<file path="src/rtl/bindec_issue_sched_pkg.sv">
// rtl/bindec_issue_sched_pkg.sv - shared constants and types for the binDec issue scheduler
package bindec_ctl_pkg;

    localparam int BINDEC_LATENCY = 17;
    localparam int TAG_ID_W       = 2;
    localparam int TAG_SLOT_W     = 4;

    typedef enum logic [1:0] {
        _no_excpt_         = 2'd0,
        _underFlowExact_   = 2'd1,
        _underFlowInexact_ = 2'd2,
        _inexact_          = 2'd3
    } bindec_excpt_e;

    // Rides the completion delay line, one entry per issued operand.
    typedef struct packed {
        logic                  valid;
        logic [TAG_ID_W-1:0]   id;
        logic [TAG_SLOT_W-1:0] slot;
    } issue_tag_t;

endpackage

</file>
<file path="src/rtl/bindec_issue_sched_if.sv">
// rtl/bindec_issue_sched_if.sv - requester, operator and completion signals of the scheduler
interface bindec_issue_sched_if #(
    parameter int NUM_REQ     = 4,
    parameter int ID_W        = 2,
    parameter int ADDRS_WIDTH = 4
);
    logic [NUM_REQ-1:0]    req;
    logic [NUM_REQ*64-1:0] req_data;
    logic [NUM_REQ*2-1:0]  req_round_mode;
    logic [NUM_REQ-1:0]    req_away;
    logic [NUM_REQ-1:0]    gnt;
    logic                  op_wren;
    logic [ADDRS_WIDTH-1:0] op_wraddrs;
    logic [63:0]           op_wrdata;
    logic [1:0]            op_round_mode;
    logic                  op_away;
    logic                  cmp_valid;
    logic [ID_W-1:0]       cmp_id;
    logic [ADDRS_WIDTH-1:0] cmp_slot;
    logic                  rel_valid;
    logic [ADDRS_WIDTH-1:0] rel_slot;
    logic                  rel_err;
    logic [ADDRS_WIDTH:0]  in_flight;

    modport master (
        output req, req_data, req_round_mode, req_away, rel_valid, rel_slot,
        input  gnt, op_wren, op_wraddrs, op_wrdata, op_round_mode, op_away,
               cmp_valid, cmp_id, cmp_slot, rel_err, in_flight
    );

    modport slave (
        input  req, req_data, req_round_mode, req_away, rel_valid, rel_slot,
        output gnt, op_wren, op_wraddrs, op_wrdata, op_round_mode, op_away,
               cmp_valid, cmp_id, cmp_slot, rel_err, in_flight
    );
endinterface

</file>
<file path="src/rtl/bindec_issue_sched_arb.sv">
// rtl/bindec_issue_sched_arb.sv - round-robin arbiter, first request at or after ptr wins
module rr_arbiter_onehot #(
    parameter int NUM_REQ = 4,
    parameter int ID_W    = 2
) (
    input  logic [NUM_REQ-1:0] req,
    input  logic [ID_W-1:0]    ptr,
    output logic [NUM_REQ-1:0] gnt,
    output logic [ID_W-1:0]    winner,
    output logic               any
);
    int best_off;

    // Distance from ptr (mod NUM_REQ) ranks requesters; the smallest distance wins.
    always_comb begin
        gnt      = '0;
        winner   = '0;
        any      = 1'b0;
        best_off = NUM_REQ;
        for (int j = 0; j < NUM_REQ; j++) begin
            if (req[j] && ((j - int'(ptr) + NUM_REQ) % NUM_REQ) < best_off) begin
                best_off = (j - int'(ptr) + NUM_REQ) % NUM_REQ;
                gnt      = '0;
                gnt[j]   = 1'b1;
                winner   = ID_W'(j);
                any      = 1'b1;
            end
        end
    end
endmodule

</file>
<file path="src/rtl/bindec_issue_sched.sv">
// rtl/bindec_issue_sched.sv - shares one binDec operator among requesters, tracks slots to completion
module bindec_issue_sched
    import bindec_ctl_pkg::*;
#(
    parameter int NUM_REQ     = 4,
    parameter int ID_W        = TAG_ID_W,
    parameter int SLOTS       = 16,
    parameter int ADDRS_WIDTH = TAG_SLOT_W,
    parameter int LATENCY     = BINDEC_LATENCY
) (
    input  logic                 CLK,
    input  logic                 RESET,
    bindec_issue_sched_if.slave  bus
);
    logic [NUM_REQ-1:0]     arb_gnt;
    logic [ID_W-1:0]        winner;
    logic                   arb_any;
    logic [ADDRS_WIDTH-1:0] free_slot;
    logic                   free_any;
    logic                   accept;
    logic                   rel_ok;

    logic [ID_W-1:0]        ptr_q, ptr_d;
    logic [SLOTS-1:0]       busy_q, busy_d, done_q, done_d;
    issue_tag_t             pipe_q [LATENCY+1];
    issue_tag_t             pipe_d [LATENCY+1];
    logic                   op_wren_q, op_wren_d;
    logic [ADDRS_WIDTH-1:0] op_wraddrs_q, op_wraddrs_d;
    logic [63:0]            op_wrdata_q, op_wrdata_d;
    logic [1:0]             op_round_mode_q, op_round_mode_d;
    logic                   op_away_q, op_away_d;
    logic                   cmp_valid_q, cmp_valid_d;
    logic [ID_W-1:0]        cmp_id_q, cmp_id_d;
    logic [ADDRS_WIDTH-1:0] cmp_slot_q, cmp_slot_d;
    logic                   rel_err_q, rel_err_d;
    logic [ADDRS_WIDTH:0]   in_flight_q, in_flight_d;

    rr_arbiter_onehot #(.NUM_REQ(NUM_REQ), .ID_W(ID_W)) u_arb (
        .req    (bus.req),
        .ptr    (ptr_q),
        .gnt    (arb_gnt),
        .winner (winner),
        .any    (arb_any)
    );

    always_comb begin
        free_slot = '0;
        free_any  = 1'b0;
        for (int s = SLOTS - 1; s >= 0; s--) begin
            if (!busy_q[s]) begin
                free_slot = ADDRS_WIDTH'(s);
                free_any  = 1'b1;
            end
        end
    end

    // Released slots only become free at the next edge, so allocation sees busy_q alone.
    assign accept = arb_any & free_any & ~RESET;
    assign rel_ok = bus.rel_valid & busy_q[bus.rel_slot] & done_q[bus.rel_slot];
    assign bus.gnt = accept ? arb_gnt : '0;

    always_comb begin
        ptr_d           = ptr_q;
        busy_d          = busy_q;
        done_d          = done_q;
        op_wren_d       = accept;
        op_wraddrs_d    = op_wraddrs_q;
        op_wrdata_d     = op_wrdata_q;
        op_round_mode_d = op_round_mode_q;
        op_away_d       = op_away_q;
        if (accept) begin
            ptr_d             = (int'(winner) == NUM_REQ - 1) ? '0 : winner + 1'b1;
            busy_d[free_slot] = 1'b1;
            op_wraddrs_d      = free_slot;
            for (int j = 0; j < NUM_REQ; j++) begin
                if (arb_gnt[j]) begin
                    op_wrdata_d     = bus.req_data[64*j +: 64];
                    op_round_mode_d = bus.req_round_mode[2*j +: 2];
                    op_away_d       = bus.req_away[j];
                end
            end
        end
        if (cmp_valid_q) begin
            done_d[cmp_slot_q] = 1'b1;
        end
        if (rel_ok) begin
            busy_d[bus.rel_slot] = 1'b0;
            done_d[bus.rel_slot] = 1'b0;
        end
        pipe_d[0].valid = accept;
        pipe_d[0].id    = TAG_ID_W'(winner);
        pipe_d[0].slot  = TAG_SLOT_W'(free_slot);
        for (int k = 1; k <= LATENCY; k++) begin
            pipe_d[k] = pipe_q[k-1];
        end
        cmp_valid_d = pipe_q[LATENCY].valid;
        cmp_id_d    = ID_W'(pipe_q[LATENCY].id);
        cmp_slot_d  = ADDRS_WIDTH'(pipe_q[LATENCY].slot);
        rel_err_d   = bus.rel_valid & ~rel_ok;
        in_flight_d = in_flight_q + (ADDRS_WIDTH+1)'(accept) - (ADDRS_WIDTH+1)'(rel_ok);
    end

    always_ff @(posedge CLK) begin
        if (RESET) begin
            ptr_q           <= '0;
            busy_q          <= '0;
            done_q          <= '0;
            op_wren_q       <= 1'b0;
            op_wraddrs_q    <= '0;
            op_wrdata_q     <= '0;
            op_round_mode_q <= '0;
            op_away_q       <= 1'b0;
            cmp_valid_q     <= 1'b0;
            cmp_id_q        <= '0;
            cmp_slot_q      <= '0;
            rel_err_q       <= 1'b0;
            in_flight_q     <= '0;
            for (int k = 0; k <= LATENCY; k++) begin
                pipe_q[k] <= '0;
            end
        end else begin
            ptr_q           <= ptr_d;
            busy_q          <= busy_d;
            done_q          <= done_d;
            op_wren_q       <= op_wren_d;
            op_wraddrs_q    <= op_wraddrs_d;
            op_wrdata_q     <= op_wrdata_d;
            op_round_mode_q <= op_round_mode_d;
            op_away_q       <= op_away_d;
            cmp_valid_q     <= cmp_valid_d;
            cmp_id_q        <= cmp_id_d;
            cmp_slot_q      <= cmp_slot_d;
            rel_err_q       <= rel_err_d;
            in_flight_q     <= in_flight_d;
            pipe_q          <= pipe_d;
        end
    end

    assign bus.op_wren       = op_wren_q;
    assign bus.op_wraddrs    = op_wraddrs_q;
    assign bus.op_wrdata     = op_wrdata_q;
    assign bus.op_round_mode = op_round_mode_q;
    assign bus.op_away       = op_away_q;
    assign bus.cmp_valid     = cmp_valid_q;
    assign bus.cmp_id        = cmp_id_q;
    assign bus.cmp_slot      = cmp_slot_q;
    assign bus.rel_err       = rel_err_q;
    assign bus.in_flight     = in_flight_q;
endmodule

</file>
<file path="src/flat_wrapper.sv">
// flat-port wrapper written by rule: the top's interface ports become plain ports
module bindec_issue_sched_flat import bindec_ctl_pkg::*;
#(
    parameter int NUM_REQ     = 4,
    parameter int ID_W        = TAG_ID_W,
    parameter int SLOTS       = 16,
    parameter int ADDRS_WIDTH = TAG_SLOT_W,
    parameter int LATENCY     = BINDEC_LATENCY
)
  (CLK, RESET, bus_req, bus_req_data, bus_req_round_mode, bus_req_away, bus_rel_valid, bus_rel_slot, bus_gnt, bus_op_wren, bus_op_wraddrs, bus_op_wrdata, bus_op_round_mode, bus_op_away, bus_cmp_valid, bus_cmp_id, bus_cmp_slot, bus_rel_err, bus_in_flight);
  bindec_issue_sched_if #(.NUM_REQ(NUM_REQ), .ID_W(ID_W), .ADDRS_WIDTH(ADDRS_WIDTH)) bus_i ();
  input  logic CLK;
  input  logic RESET;
  input wire logic [$bits(bus_i.req)-1:0] bus_req;
  input wire logic [$bits(bus_i.req_data)-1:0] bus_req_data;
  input wire logic [$bits(bus_i.req_round_mode)-1:0] bus_req_round_mode;
  input wire logic [$bits(bus_i.req_away)-1:0] bus_req_away;
  input wire logic [$bits(bus_i.rel_valid)-1:0] bus_rel_valid;
  input wire logic [$bits(bus_i.rel_slot)-1:0] bus_rel_slot;
  output wire logic [$bits(bus_i.gnt)-1:0] bus_gnt;
  output wire logic [$bits(bus_i.op_wren)-1:0] bus_op_wren;
  output wire logic [$bits(bus_i.op_wraddrs)-1:0] bus_op_wraddrs;
  output wire logic [$bits(bus_i.op_wrdata)-1:0] bus_op_wrdata;
  output wire logic [$bits(bus_i.op_round_mode)-1:0] bus_op_round_mode;
  output wire logic [$bits(bus_i.op_away)-1:0] bus_op_away;
  output wire logic [$bits(bus_i.cmp_valid)-1:0] bus_cmp_valid;
  output wire logic [$bits(bus_i.cmp_id)-1:0] bus_cmp_id;
  output wire logic [$bits(bus_i.cmp_slot)-1:0] bus_cmp_slot;
  output wire logic [$bits(bus_i.rel_err)-1:0] bus_rel_err;
  output wire logic [$bits(bus_i.in_flight)-1:0] bus_in_flight;
  assign bus_i.req = bus_req;
  assign bus_i.req_data = bus_req_data;
  assign bus_i.req_round_mode = bus_req_round_mode;
  assign bus_i.req_away = bus_req_away;
  assign bus_i.rel_valid = bus_rel_valid;
  assign bus_i.rel_slot = bus_rel_slot;
  assign bus_gnt = bus_i.gnt;
  assign bus_op_wren = bus_i.op_wren;
  assign bus_op_wraddrs = bus_i.op_wraddrs;
  assign bus_op_wrdata = bus_i.op_wrdata;
  assign bus_op_round_mode = bus_i.op_round_mode;
  assign bus_op_away = bus_i.op_away;
  assign bus_cmp_valid = bus_i.cmp_valid;
  assign bus_cmp_id = bus_i.cmp_id;
  assign bus_cmp_slot = bus_i.cmp_slot;
  assign bus_rel_err = bus_i.rel_err;
  assign bus_in_flight = bus_i.in_flight;
  bindec_issue_sched #(.NUM_REQ(NUM_REQ), .ID_W(ID_W), .SLOTS(SLOTS), .ADDRS_WIDTH(ADDRS_WIDTH), .LATENCY(LATENCY)) u_core (.CLK(CLK), .RESET(RESET), .bus(bus_i));
endmodule
</file>
<file path="config.mk">
export PLATFORM = sky130hd
export DESIGN_NAME = bindec_issue_sched_flat
export DESIGN_NICKNAME = d
export VERILOG_FILES = /design/src/rtl/bindec_issue_sched_pkg.sv /design/src/rtl/bindec_issue_sched_if.sv /design/src/rtl/bindec_issue_sched_arb.sv /design/src/rtl/bindec_issue_sched.sv /design/src/flat_wrapper.sv
export SDC_FILE = /design/constraint.sdc
export NUM_CORES = 1
export LEC_CHECK = 0
export CAP_MARGIN = 10
export CELL_PAD_IN_SITES_DETAIL_PLACEMENT = 1
export CELL_PAD_IN_SITES_GLOBAL_PLACEMENT = 1
export CORE_ASPECT_RATIO = 0.8
export CORE_MARGIN = 2
export CORE_UTILIZATION = 36
export CTS_CLUSTER_SIZE = 30
export DETAILED_ROUTE_END_ITERATION = 8
export PLACE_DENSITY = 0.95
export SYNTH_ARGS = -nofsm -noshare
export SYNTH_HDL_FRONTEND = slang
export SYNTH_SLANG_ARGS = --single-unit
</file>
<file path="constraint.sdc">
create_clock -name CLK -period 12.5 [get_ports CLK]
set_input_delay 3.75 -clock CLK [delete_from_list [all_inputs] [get_ports CLK]]
set_output_delay 3.75 -clock CLK [all_outputs]
set_load 0.02 [all_outputs]
</file>
---- After elaboration in Yosys (flattened, before gate mapping) ----
Index checks and enable logic that the tools add are counted.
W data, S select, Z words.
operators by class
  bitwise gates (word level) .............. 16
  shift operators ......................... 0
  reduce and logical (&&, ||, !) cells .... 13
  multiplexer cells ....................... 74
  multipliers ............................. 0
  magnitude comparators ................... 10
  equal/unequal tests ..................... 1
  divide/modulo/power cells ............... 0
  add/sub/neg operators ................... 11
operators by type and width
  cell                   number
  $mux W64               4
  $lt A3 B32 Y1          3
  $mux W32               3
  $mux W4                20
  $mux W16               4
  $and A16 B16 Y16       2
  $or A16 B16 Y16        2
  $mux W1                31
  $add A3 B4 Y5 const B  4
  $not A16 Y16           1
  $lt A4 B5 Y1 const B   3
  $mux W2                7
  $demux W1 S4           3
  $ge A4 B1 Y1 const B   3
  $and A1 B1 Y1          9
  $bmux W1 S4            2
  $reduce_or A2 Y1       4
  $logic_and A1 B1 Y1    7
  $sub A1 B2 Y3 const A  2
  $sub A2 B2 Y3 const A  2
  $add A5 B1 Y5          1
  $sub A5 B1 Y5          1
  $lt A3 B4 Y1 const B   1
  $reduce_bool A4 Y1     1
  4 further kinds        5
word-level totals
  output and inout bits ................... 89
  flip-flop bits (word level) ............. 244
  bits of input ports ..................... 279
  word-level logic and storage cells ...... 191
  memories ................................ 0
  memory bits (writable) .................. 0
  bits in latches ......................... 0
  memory bits (read-only) ................. 0

---- Logic depth before layout (Yosys ltp) ----
Gate-level depths: netlist of run 1.
  word-level depth ........................ 24
  gate-level depth with buffers ........... 19
  mapped depth without buffers ............ 15

---- Hierarchy ----
A second synthesis of run 1 with hierarchy kept.
unflattened totals
  cells, all modules ...................... 1,273
  area total of the unflattened synthesis .. 10,787.8 µm²
by module, submodules not included
  module              sequential area each (µm²)  cells an instance  times used  area an instance (µm²)
  bindec_issue_sched  4,884.7                     1,226              1           10,500.1
  rr_arbiter_onehot   0.0                         47                 1           287.8

---- Worst setup path before layout of run 1 ----
Ideal clock, no wire load.
  path type ............................... input to output
  start ................................... input bus_req[1]
  end ..................................... output bus_gnt[1]
  slack ................................... 2.110 ns
  stages on the path ...................... 15
  path buffers ............................ 3
  data required time ...................... 8.750 ns
  data arrival time ....................... 6.640 ns
  path through ............................ buf_6 > inv_1 > mux2i_1 > a21oi_1 > ha_1 > o22ai_1 > o21ai_0 > clkbuf_1 > o21ai_0 > ha_1 > nand2b_1 > a22o_1 > a21oi_1 > clkbuf_1 > and3_1
between the ends
  cells in the longest elaborated chain, start to end .. 11
  elaborated cells on any way between the ends .. 16
  those cells by class .................... order compare (2); mux (9); bitwise (2); reduce/logical (3)
ends and longest elaborated chain
  item                        RTL line                      source
  from (decl)                 flat_wrapper.sv:14            input wire logic [$bits(bus_i.req)-1:0] bus_req;
  $logic_and A1 B1 Y1 (*)     bindec_issue_sched_arb.sv:21  if (req[j] && ((j - int'(ptr) + NUM_REQ) % NUM_REQ) < best_off) begin
  $mux W32                    bindec_issue_sched_arb.sv:21
  $lt A3 B32 Y1               bindec_issue_sched_arb.sv:21
  $logic_and A1 B1 Y1         bindec_issue_sched_arb.sv:21
  $mux W32                    bindec_issue_sched_arb.sv:21
  $lt A3 B32 Y1               bindec_issue_sched_arb.sv:21
  $logic_and A1 B1 Y1         bindec_issue_sched_arb.sv:21
  $mux W1                     bindec_issue_sched_arb.sv:21
  $and A1 B1 Y1 (2 in a row)  bindec_issue_sched.sv:58      assign accept = arb_any & free_any & ~RESET;
  $mux W4 (*)                 bindec_issue_sched.sv:60      assign bus.gnt = accept ? arb_gnt : '0;
  to (decl)                   flat_wrapper.sv:20            output wire logic [$bits(bus_i.gnt)-1:0] bus_gnt;
Every way passes the cells marked *; elsewhere a longest branch is shown, timed or not.

---- Worst setup path in the final report of run 1 ----
  start ................................... input bus_req[1]
  end ..................................... output bus_gnt[3]
Same word-level chain as after synthesis.

==> results.md, run 1 <==
* Status: finished, final reports clean
* Critical path arrival at 8.29 ns
* Synth Register Bits at 244
* Worst hold start: u_core.pipe_d[22]$_SDFF_PP0_
* Hold WS at 0.412 ns
* Gp weighted congestion at 0.949
* CP Class: in -> out
* Post-synth top area share at 0.489
* Relative slew margins at 0.314
* Highest clock rate at 83.1 MHz
* Asr flop ratio synth at 0
* Util after Layout at 0.542
* Type of element capturing the critical path: primary output
* RSZ-0062 raised after global routing: no
* Nets at 1630
* H-tree depth at 1
* Fillcell total at 2994
* Post-CTS Setup Bufs at 0
* GRT Resource Usage Total at 0.279
* Max-cap violations at 0
* Lkg Pwr at 5.38 nW
* Worst path slowest cell: clkdlybuf4s50_1
* IO buf count at 367
* Initial Util at 0.366
* Final setup viols at 0
* Reg2reg setup slack at 7.67 ns
* Post-synth EDFFs at 0
* Commonest non-fill, non-tap cell in the layout: clkdlybuf4s50_1
* Final Hold Fails at 0
* Placed cell count at 1680
* DIE AREA at 0.0291 mm^2
* Mean Syn Cell Area at 9.82 um^2
* Reg-to-Reg End: u_core.bus.op_wrdata[11]$_SDFFE_PP0P_
* Wire per inst at 24.1 um
* Fraction of layout cells with a size suffix above 1 at 0.0866
* Top FF cell, synth: dfxtp_1
* # clock sinks at 244
* Register area share after synthesis at 0.489
* Vias in the first global route at 10600
* Cell Count, Final, Fillers Out at 1738
* Worst Skew at 0.0321 ns
* First-pass DRT Iterations at 5
* CTS tree: yes
* Worst Max-Slew Pin Slew at 1.03 ns
* FF-to-FF path depth at 14
* Vias at 9701
* # DRC at 0
* TritonCTS Buffers at 25
* Die Span Y at 153 um
* DP HPWL at 29900 um
* Vias per cell at 5.58
* Max-slew violations at 0
* Peak supply drop at 0.147 mV
* Overall Power at 2.43 mW
* Final worst path period share at 0.963
* Post-synth top area cell: dfxtp_1
* Synth cell types at 66
* Gr ovfl total at 0
* Placeable Area at 0.0273 mm^2
* Yosys warning total at 0
* DRT antenna net count at 0
* CTS root buffer: clkbuf_16
* Clk_lat worst skew at 0.54 ns
* Area growth syn-to-layout at 48.1%
* DRC violation total after the first TritonRoute iteration at 722
* Period minus WS final at 12.04 ns
* Crit-path max FO at 9
* Req. time, crit path at 8.75 ns
* Worst hold stages at 1
* Clock Tree Buf Depth at 3
* Pwr/cell area at 164 mW/mm^2
* Highest-count cells in the layout ignoring fill and taps: clkdlybuf4s50_1 (365), dfxtp_1 (244), nor2b_1 (140)
* FF-to-FF Start: u_core.ptr_q[0]$_SDFFE_PP0P_
* Setup tns final at 0 ns
* Initial antenna violation count at 14
* Mapped Cells at 1017
* Crit-path max cell delay at 0.71 ns
* Hold EP: u_core.pipe_d[15]$_SDFF_PP0_
* Worst setup SP type: input pin
* Critical path cell sequence: clkdlybuf4s50_1 > inv_1 > mux2i_1 > a21oi_1 > ha_1 > o22ai_1 > o21ai_1 > o21ai_0 > ha_1 > nor2b_1 > a22o_1 > o21ai_2 > a211oi_2 > clkdlybuf4s50_1
* Mapped Area at 0.00999 mm^2
* Syn nets at 1304
* Post_cts resized at 0
* Reg clk slew, reported paths at 0.07 ns
* Largest net degree at the start of global routing at 79
* CTS Hold Buffers Added at 0
* Rows at 54
* Boundary Pins at 368
* Type of the tightest min-delay check: reg -> reg
* First-pass GRT wire length at 62600 um
* Final wirelength at 41800 um
* Synth area leaders: dfxtp_1 (49%), nor2b_1 (8.8%), a21oi_1 (5.1%)
* Die Wd at 190 um
synth_stat cells, types with 2 or more instances:
library cell and number:
dfxtp_1 244, nor2b_1 140, a21oi_1 102, clkbuf_1 52, nor2_1 51, o221ai_1 49
a221oi_1 41, nand2_1 33, nor3_1 30, inv_1 20, nand3_1 18, a211oi_1 17
buf_2 17, a32oi_1 13, o21ai_0 12, a31oi_1 10, mux2i_1 10, nor4_2 10
o221a_2 9, a221oi_2 8, and3_1 8, buf_4 8, and2_1 7, ha_1 7
nor3b_1 7, nor4_1 7, o21a_1 7, mux4_2 6, a21o_1 5, mux2_4 5
nand4_1 5, and3b_1 4, buf_1 4, mux2_2 4, a2111oi_0 3, nand2b_1 3
o211ai_1 3, xor2_1 3, a22o_1 2, a22oi_1 2, and4_1 2, buf_6 2
o21ai_1 2, o21ai_2 2, xnor2_1 2
through the flow:
| step | instance area [um^2] | setup WS [ns] |
|---|---|---|
| final | 14800 | 0.462 |
| after global placement | 13900 | 0.757 |
| after global routing | 14800 | 0.288 |
| after detailed placement | 13900 | 0.653 |
| after CTS | 14800 | 0.541 |
| after floorplan | 9990 | 2.11 |
sequential cells by signal, indices dropped and copies added, names as in the netlist, 4 cells and up:
register               cells
u_core.bus.cmp_slot        4
u_core.bus.in_flight       5
u_core.bus.op_wraddrs      4
u_core.bus.op_wrdata      64
u_core.busy_q             16
u_core.cmp_slot_d          4
u_core.done_q             16
u_core.pipe_d            119
cell type report:
cell class / count / area [um^2] / share of cell area
Sequential cell: 244 / 4880 / 0.330
Multi-Input combinational cell: 667 / 4660 / 0.315
Timing Repair Buffer: 383 / 3790 / 0.256
Clock buffer: 30 / 654 / 0.0442
Tap cell: 364 / 455 / 0.0308
Clock inverter: 16 / 231 / 0.0157
Inverter: 22 / 85.1 / 0.00575
Antenna cell: 12 / 30.0 / 0.00203
layer usage:
metal / GRT usage / vias up / part of all wire
met4: 0.139 / 2 / 0.053
met3: 0.0710 / 110 / 0.073
met1: 0.328 / 4746 / 0.39
met5: 0 / - / 0.00024
li1: - / 4404 / -
met2: 0.473 / 439 / 0.48
where the power goes:
part	internal, mW	switching, mW	leakage [nW]	total (mW)
logic	0.317	0.399	2.96	0.715
registers	0.844	0.0488	1.99	0.893
clock network	0.483	0.337	0.425	0.820
total	1.64	0.785	5.38	2.43
critical path: cells and delay by family:
family	cells	cell delay, ns
compound gates	7	1.82
fa+ha+maj	2	0.56
buf+inv	3	1.60
mux	1	0.19
simple gates	1	0.36
how the worst max path moves through the flow:
| stage | startpoint | end | depth (start not counted) |
|---|---|---|---|
| floorplan | bus_req[1] | bus_gnt[1] | 15 |
| global placement | bus_req[0] | bus_gnt[3] | 13 |
| detailed placement | bus_req[0] | bus_gnt[3] | 13 |
| CTS | bus_req[1] | bus_gnt[3] | 14 |
| global route | bus_req[0] | bus_gnt[3] | 13 |
| finish | bus_req[1] | bus_gnt[3] | 14 |
cells by family after synthesis:
family | after synthesis | share of synthesized area
buffers and inverters | 106 | 0.0479
flip-flops | 244 | 0.489
multiplexers | 25 | 0.0356
XOR/XNOR | 5 | 0.00439
adder cells (fa/ha/maj) | 8 | 0.0108
AND/OR/NAND/NOR | 331 | 0.191
AO/OA/AOI/OAI | 298 | 0.221
Note: power is estimated with default switching activity, not from simulation.
==> inputs of run 2 (changes only) <==
--- a/config.mk
+++ b/config.mk
@@ -14,6 +14,7 @@
 export CTS_CLUSTER_SIZE = 30
 export DETAILED_ROUTE_END_ITERATION = 8
 export PLACE_DENSITY = 0.95
+export SETUP_SLACK_MARGIN = 0.5
 export SYNTH_ARGS = -nofsm -noshare
 export SYNTH_HDL_FRONTEND = slang
 export SYNTH_SLANG_ARGS = --single-unit
==> run 2 against run 1 <==
Global-route usage unchanged. Maximum frequency up 2.3%. Register-to-register slack better by 0.12 ns. Sequential share of layout area about the same. Final cell count unchanged. Flip-flop and latch count unchanged. Count of clock-buffer cells in the layout unchanged.
==> results.md, run 2 (synthesis gave the netlist of run 1 again) <==
* Final Hold Fails at 0 (unchanged)
* RSZ-0062 raised after global routing: no (unchanged)
* Crit-path max cell delay at 0.71 ns (about the same)
* Final worst-path setup slack at 0.727 ns (was 0.462 ns)
* Hold EP: u_core.pipe_d[15]$_SDFF_PP0_ (unchanged)
* Final wirelength at 41800 um (about the same)
* Type of element capturing the critical path: primary output (unchanged)
* Clock Tree Buf Depth at 3 (unchanged)
* Worst setup SP type: input pin (unchanged)
* # DRC at 0 (unchanged)
* Max FFs per register at 119 (unchanged)
* # clock sinks at 244 (unchanged)
* Reg2reg setup slack at 7.79 ns (was 7.67 ns)
* DRC violation total after the first TritonRoute iteration at 743 (was 722)
* Max-cap violations at 0 (unchanged)
* Largest net degree at the start of global routing at 79 (unchanged)
* Die Span Y at 153 um (unchanged)
* Max-slew violations at 0 (unchanged)
* Worst slack at placement at 0.653 ns (unchanged)
* Type of the tightest min-delay check: reg -> reg (unchanged)
* First-pass GRT wire length at 62600 um (unchanged)
* Gr ovfl total at 0 (unchanged)
* First-pass DRT Iterations at 5 (unchanged)
* Vias per cell at 5.62 (was 5.58)
* Crit-path max FO at 9 (unchanged)
* Pwr/cell area at 164 mW/mm^2 (about the same)
* Reg-to-Reg End: u_core.bus.op_wrdata[11]$_SDFFE_PP0P_ (unchanged)
* Setup tns final at 0 ns (unchanged)
* Vias in the first global route at 10600 (unchanged)
* CP Class: in -> out (unchanged)
* Commonest non-fill, non-tap cell in the layout: clkdlybuf4s50_1 (unchanged)
* Gp weighted congestion at 0.949 (unchanged)
* Placeable Area at 0.0273 mm^2 (unchanged)
* H-tree depth at 1 (unchanged)
* Boundary Pins at 368 (unchanged)
* FF-to-FF path depth at 15 (was 14)
* Switching pwr at 0.787 mW (was 0.785 mW)
* Status: finished, final reports clean (unchanged)
* Buf+Inv Stages, Crit Path at 3 (unchanged)
* GRT Resource Usage Total at 0.279 (unchanged)
* Comb pwr share at 0.296 (was 0.295)
* FF-to-FF Start: u_core.ptr_q[0]$_SDFFE_PP0P_ (unchanged)
* Sw Ratio at 0.324 (was 0.323)
* Worst hold stages at 1 (unchanged)
* Wire per inst at 24.1 um (about the same)
* Worst Skew at 0.0307 ns (was 0.0321 ns)
* CTS root buffer: clkbuf_16 (unchanged)
* Crit path from: bus_req[1] (unchanged)
* Fraction of layout cells with a size suffix above 1 at 0.0881 (was 0.0866)
* Highest-count cells in the layout ignoring fill and taps: clkdlybuf4s50_1 (364), dfxtp_1 (244), nor2b_1 (139) (was clkdlybuf4s50_1 (365), dfxtp_1 (244), nor2b_1 (140))
* IO buf count at 367 (unchanged)
* Req. time, crit path at 8.75 ns (about the same)
* Period minus WS final at 11.77 ns (was 12.04 ns)
* CTS Hold Buffers Added at 0 (unchanged)
* Delay-heaviest family, CP: compound AO/OA/AOI/OAI gates (unchanged)
* Area growth syn-to-layout at 48.3% (was 48.1%)
* Vias at 9772 (was 9701)
* Peak supply drop at 0.147 mV (about the same)
* DP HPWL at 29900 um (unchanged)
* Clock Power Share at 0.337 (was 0.338)
* Cell internal pwr at 1.64 mW (about the same)
* Clk_lat worst skew at 0.54 ns (about the same)
* Overall Power at 2.43 mW (about the same)
* DIE AREA at 0.0291 mm^2 (unchanged)
* Nets at 1630 (unchanged)
* Initial Util at 0.366 (unchanged)
* CTS tree: yes (unchanged)
* Final worst path period share at 0.942 (was 0.963)
* Worst path slowest cell: clkdlybuf4s50_1 (unchanged)
* Lkg Pwr at 5.39 nW (was 5.38 nW)
* DRT antenna net count at 0 (unchanged)
* Rows at 54 (unchanged)
* Reg clk slew, reported paths at 0.07 ns (about the same)
* Flop pwr share at 0.367 (was 0.368)
* Highest clock rate at 84.9 MHz (was 83.1 MHz)
* Post-CTS Setup Bufs at 0 (unchanged)
* Critical path arrival at 8.02 ns (was 8.29 ns)
* Final setup viols at 0 (unchanged)
* Worst hold start: u_core.pipe_d[22]$_SDFF_PP0_ (unchanged)
* Relative slew margins at 0.305 (was 0.314)
* Fillcell total at 2992 (was 2994)
* Initial antenna violation count at 14 (unchanged)
* Critical path cell sequence: clkdlybuf4s50_1 > inv_1 > mux2i_1 > a21oi_1 > ha_1 > o22ai_1 > o21ai_2 > o21ai_0 > ha_1 > nand2b_1 > a22o_1 > o21ai_2 > a211oi_4 > clkdlybuf4s50_1 (was clkdlybuf4s50_1 > inv_1 > mux2i_1 > a21oi_1 > ha_1 > o22ai_1 > o21ai_1 > o21ai_0 > ha_1 > nor2b_1 > a22o_1 > o21ai_2 > a211oi_2 > clkdlybuf4s50_1)
* Worst Max-Slew Pin Slew at 1.04 ns (was 1.03 ns)
* Die Wd at 190 um (unchanged)
* TritonCTS Buffers at 25 (unchanged)
[run 2: cell types whose count changed in the layout (fill, tap and decap cells not counted)]
| cell | before | now |
|---|---|---|
| a211oi_2 | 1 | 0 |
| a211oi_4 | 0 | 1 |
| clkdlybuf4s50_1 | 365 | 364 |
| dlymetal6s2s_1 | 0 | 1 |
| nor2b_1 | 140 | 139 |
| nor2b_2 | 0 | 1 |
| o21ai_1 | 3 | 2 |
| o21ai_2 | 1 | 2 |
[run 2: area by class of cell]
cell class | count | area, um^2 | area share
clock buffer | 30 | 654 | 0.0442
tap | 364 | 455 | 0.0308
timing repair buffer | 383 | 3790 | 0.256
multi-input combinational | 667 | 4670 | 0.315
clock inverter | 16 | 231 | 0.0156
sequential | 244 | 4880 | 0.330
antenna | 12 | 30.0 | 0.00203
inverter | 22 | 85.1 | 0.00575
[run 2: worst max-delay path by stage]
stage | cells after the start | to | slack, ns
floorplan | 15 | bus_gnt[1] | 2.11
global placement | 13 | bus_gnt[3] | 0.76
detailed placement | 13 | bus_gnt[3] | 0.65
CTS | 14 | bus_gnt[3] | 0.54
global route | 14 | bus_gnt[3] | 0.59
finish | 14 | bus_gnt[3] | 0.73
[run 2: routing by layer]
layer	GRT usage	vias to the layer above	routed length (um)
met5	0	-	10
met4	0.139	2	2300
met3	0.0710	120	3170
met2	0.473	461	20200
met1	0.328	4786	16200
li1	-	4403	-
[run 2: timing repair]
action	in CTS	in global routing
resized for setup	0	4
endpoints found under the hold margin	0	0
endpoints found under the setup margin	0	3
[run 2: power by group through the flow]
stage                     clock, mW  combinational, mW  sequential (mW)
after floorplan                   0              0.303            0.963
after global placement            0              0.679            0.901
after detailed placement          0              0.701            0.906
after global routing          0.871              0.761            0.897
final                         0.819              0.719            0.893
after CTS                     0.833              0.710            0.891
[run 2: stage by stage]
step                std cells   util  hold WS [ns]  area [um^2]
finish                   1738  0.542         0.413        14800
global route             1737  0.542         0.426        14800
CTS                      1726  0.541         0.416        14800
detailed placement       1680  0.508         0.425        13900
global placement         1680  0.508         0.415        13900
floorplan                1017      -         0.414         9990
==> inputs of run 3 (changes only) <==
--- a/config.mk
+++ b/config.mk
@@ -6,14 +6,12 @@
 export NUM_CORES = 1
 export LEC_CHECK = 0
 export CAP_MARGIN = 10
-export CELL_PAD_IN_SITES_DETAIL_PLACEMENT = 1
-export CELL_PAD_IN_SITES_GLOBAL_PLACEMENT = 1
 export CORE_ASPECT_RATIO = 0.8
 export CORE_MARGIN = 2
-export CORE_UTILIZATION = 36
+export CORE_UTILIZATION = 39
 export CTS_CLUSTER_SIZE = 30
 export DETAILED_ROUTE_END_ITERATION = 8
-export PLACE_DENSITY = 0.95
+export PLACE_DENSITY = 0.81
 export SETUP_SLACK_MARGIN = 0.5
 export SYNTH_ARGS = -nofsm -noshare
 export SYNTH_HDL_FRONTEND = slang
==> run 3 against run 2 <==
Global-route usage down 0.66 points. Via count down 2.6%. Utilization up 4.2 points. Combinational power down 3.6%. Non-clock buffer count down 2. Critical path depth up 2. Sequential share of layout area up 0.14 points. Register-to-register slack worse by 0.11 ns. Sequential power about the same. Maximum frequency about the same. Count of clock-buffer cells in the layout up 3. Flip-flop and latch count unchanged. Highest routed layer unchanged.
==> results.md, run 3 (synthesis gave the netlist of run 1 again) <==
* IO buf count at 367 (unchanged)
* Initial antenna violation count at 14 (unchanged)
* Pwr/cell area at 162 mW/mm^2 (was 164 mW/mm^2)
* Type of element capturing the critical path: primary output (unchanged)
* Boundary Pins at 368 (unchanged)
* Highest clock rate at 84.9 MHz (about the same)
* Period minus WS final at 11.77 ns (about the same)
* Buf+Inv Stages, Crit Path at 4 (was 3)
* Delay-heaviest family, CP: buffers and inverters (was compound AO/OA/AOI/OAI gates)
* Final worst path period share at 0.942 (about the same)
* Reg-to-Reg End: u_core.bus.op_wrdata[2]$_SDFFE_PP0P_ (was u_core.bus.op_wrdata[11]$_SDFFE_PP0P_)
* Placeable Area at 0.0252 mm^2 (was 0.0273 mm^2)
* Nets at 1627 (was 1630)
* Reg2reg setup slack at 7.68 ns (was 7.79 ns)
* Worst setup SP type: input pin (unchanged)
* DIE AREA at 0.0269 mm^2 (was 0.0291 mm^2)
* M3 GR Usage at 0.0672 (was 0.0710)
* Fraction of layout cells with a size suffix above 1 at 0.0847 (was 0.0881)
* Relative slew margins at 0.237 (was 0.305)
* TritonCTS Buffers at 24 (was 25)
* Die Wd at 183 um (was 190 um)
* Clock Tree Buf Depth at 3 (unchanged)
* Critical path cell sequence: clkdlybuf4s50_1 > inv_1 > mux2i_1 > a21oi_1 > ha_1 > o22ai_1 > o21ai_2 > buf_4 > nand2_1 > o21ai_0 > ha_1 > nand2b_1 > a22o_1 > o21ai_2 > a211oi_4 > clkdlybuf4s50_1 (was clkdlybuf4s50_1 > inv_1 > mux2i_1 > a21oi_1 > ha_1 > o22ai_1 > o21ai_2 > o21ai_0 > ha_1 > nand2b_1 > a22o_1 > o21ai_2 > a211oi_4 > clkdlybuf4s50_1)
* First-pass GRT wire length at 55600 um (was 62600 um)
* Gr ovfl total at 0 (unchanged)
* FF-to-FF path depth at 17 (was 15)
* GRT Resource Usage Total at 0.273 (was 0.279)
* Worst path slowest cell: clkdlybuf4s50_1 (unchanged)
* H-tree depth at 1 (unchanged)
* Final wirelength at 38400 um (was 41800 um)
* Max-cap violations at 0 (unchanged)
* Met2 GRT Util at 0.446 (was 0.473)
* Worst Max-Slew Pin Slew at 1.14 ns (was 1.04 ns)
* Crit-path max cell delay at 0.69 ns (was 0.71 ns)
* Commonest non-fill, non-tap cell in the layout: clkdlybuf4s50_1 (unchanged)
* Area growth syn-to-layout at 47.7% (was 48.3%)
* Final setup viols at 0 (unchanged)
* DRC violation total after the first TritonRoute iteration at 748 (was 743)
* Gp weighted congestion at 0.926 (was 0.949)
* Fillcell total at 2132 (was 2992)
* Req. time, crit path at 8.75 ns (about the same)
* Worst hold stages at 1 (unchanged)
* Die Span Y at 147 um (was 153 um)
* Type of the tightest min-delay check: reg -> reg (unchanged)
* Area occupied by multi-input gates at 0.00467 mm^2 (unchanged)
* Status: finished, final reports clean (unchanged)
* Vias at 9516 (was 9772)
* CTS root buffer: clkbuf_16 (unchanged)
* CTS tree: yes (unchanged)
* Highest-count cells in the layout ignoring fill and taps: clkdlybuf4s50_1 (364), dfxtp_1 (244), nor2b_1 (139) (unchanged)
* Reg clk slew, reported paths at 0.07 ns (about the same)
* Final worst-path setup slack at 0.726 ns (was 0.727 ns)
* CTS Hold Buffers Added at 0 (unchanged)
* RSZ-0062 raised after global routing: no (unchanged)
* Clk_lat worst skew at 0.51 ns (was 0.54 ns)
* Peak supply drop at 0.161 mV (was 0.147 mV)
* Worst hold start: u_core.pipe_d[68]$_SDFF_PP0_ (was u_core.pipe_d[22]$_SDFF_PP0_)
* Final Hold Fails at 0 (unchanged)
* Crit-path max FO at 10 (was 9)
* Largest net degree at the start of global routing at 97 (was 79)
* Worst Skew at 0.0112 ns (was 0.0307 ns)
* Met1 GRT Util at 0.345 (was 0.328)
* Vias in the first global route at 9135 (was 10600)
* CP Class: in -> out (unchanged)
* Rows at 52 (was 54)
* Vias per cell at 5.62 (about the same)
* # DRC at 0 (unchanged)
* FF-to-FF Start: u_core.ptr_q[0]$_SDFFE_PP0P_ (unchanged)
* Lkg Pwr at 5.39 nW (about the same)
* DP HPWL at 28400 um (was 29900 um)
* Max FFs per register at 119 (unchanged)
* Wire per inst at 22.7 um (was 24.1 um)
* Setup tns final at 0 ns (unchanged)
* Hold EP: u_core.pipe_d[61]$_SDFF_PP0_ (was u_core.pipe_d[15]$_SDFF_PP0_)
* Initial Util at 0.396 (was 0.366)
* DRT antenna net count at 0 (unchanged)
* Critical path arrival at 8.02 ns (about the same)
* # clock sinks at 244 (unchanged)
* Worst slack at placement at 0.608 ns (was 0.653 ns)
* Busiest grt layer: met2 (unchanged)
* First-pass DRT Iterations at 5 (unchanged)
* Reg area at 0.00488 mm^2 (unchanged)
* Max-slew violations at 0 (unchanged)
-- run 3: changes by cell type in the layout (fill, tap and decap cells not counted) --
cell	change
buf_4	-2
clkbuf_8	+3
clkinv_2	-1
clkinv_8	+1
clkinvlp_4	-2
inv_6	-4
-- run 3: through the flow --
stage	cell area (um^2)	total power, mW	instances	utilization	hold WS [ns]
after CTS	14700	2.39	1681	0.582	0.436
after detailed placement	13800	1.59	1638	0.547	0.420
after global placement	13800	1.57	1638	0.547	0.415
final	14700	2.39	1693	0.584	0.431
after floorplan	9990	1.27	1017	-	0.414
after global routing	14700	2.48	1692	0.584	0.446
-- run 3: worst register-to-register path: stages, from the launching register on --
cell and delay, ns:
dfxtp_1 0.51, nand2b_1 0.25, nor3b_1 0.28, a21oi_1 0.11, ha_1 0.34, o22ai_1 0.29, o21ai_2 0.14, buf_4 0.22
nand2_1 0.08, o21ai_0 0.08, ha_1 0.20, nor2b_2 0.22, inv_1 0.13, o21ai_4 0.60, buf_4 0.49, mux2_2 0.41
a221oi_2 0.27, nor4_2 0.08
-- run 3: layout make-up --
| class | instances | share of cell area |
|---|---|---|
| multi-input cells | 667 | 0.317 |
| flip-flops and latches | 244 | 0.331 |
| diodes | 12 | 0.00204 |
| well taps | 324 | 0.0275 |
| inverters | 22 | 0.00577 |
| clock inverters | 10 | 0.0131 |
| clock buffers | 33 | 0.0472 |
| repair buffers | 381 | 0.256 |
-- run 3: power by group --
group	internal, mW	total (mW)	switching, mW
logic	0.316	0.693	0.377
clock network	0.495	0.805	0.310
registers	0.844	0.892	0.0486
-- run 3: repair_timing --
action | in CTS | in global routing
buffers inserted | 0 | 0
setup endpoints to repair | 0 | 4
gates resized for setup | 0 | 4
-- run 3: layer usage --
metal,vias up,routed length [um]
met5,-,10
met4,2,1580
met3,92,3640
met2,490,18300
met1,4526,14900
li1,4406,-
-- run 3: worst max path at each step --
stage / startpoint / to / slack (ns) / cells after the start
2_1_floorplan: bus_req[1] / bus_gnt[1] / 2.11 / 15
3_3_place_gp: bus_req[0] / bus_gnt[3] / 0.75 / 15
3_5_place_dp: bus_req[0] / bus_gnt[3] / 0.61 / 15
4_1_cts: bus_req[0] / bus_gnt[3] / 0.50 / 15
5_1_grt: bus_req[1] / bus_gnt[3] / 0.56 / 16
6_report: bus_req[1] / bus_gnt[3] / 0.73 / 16
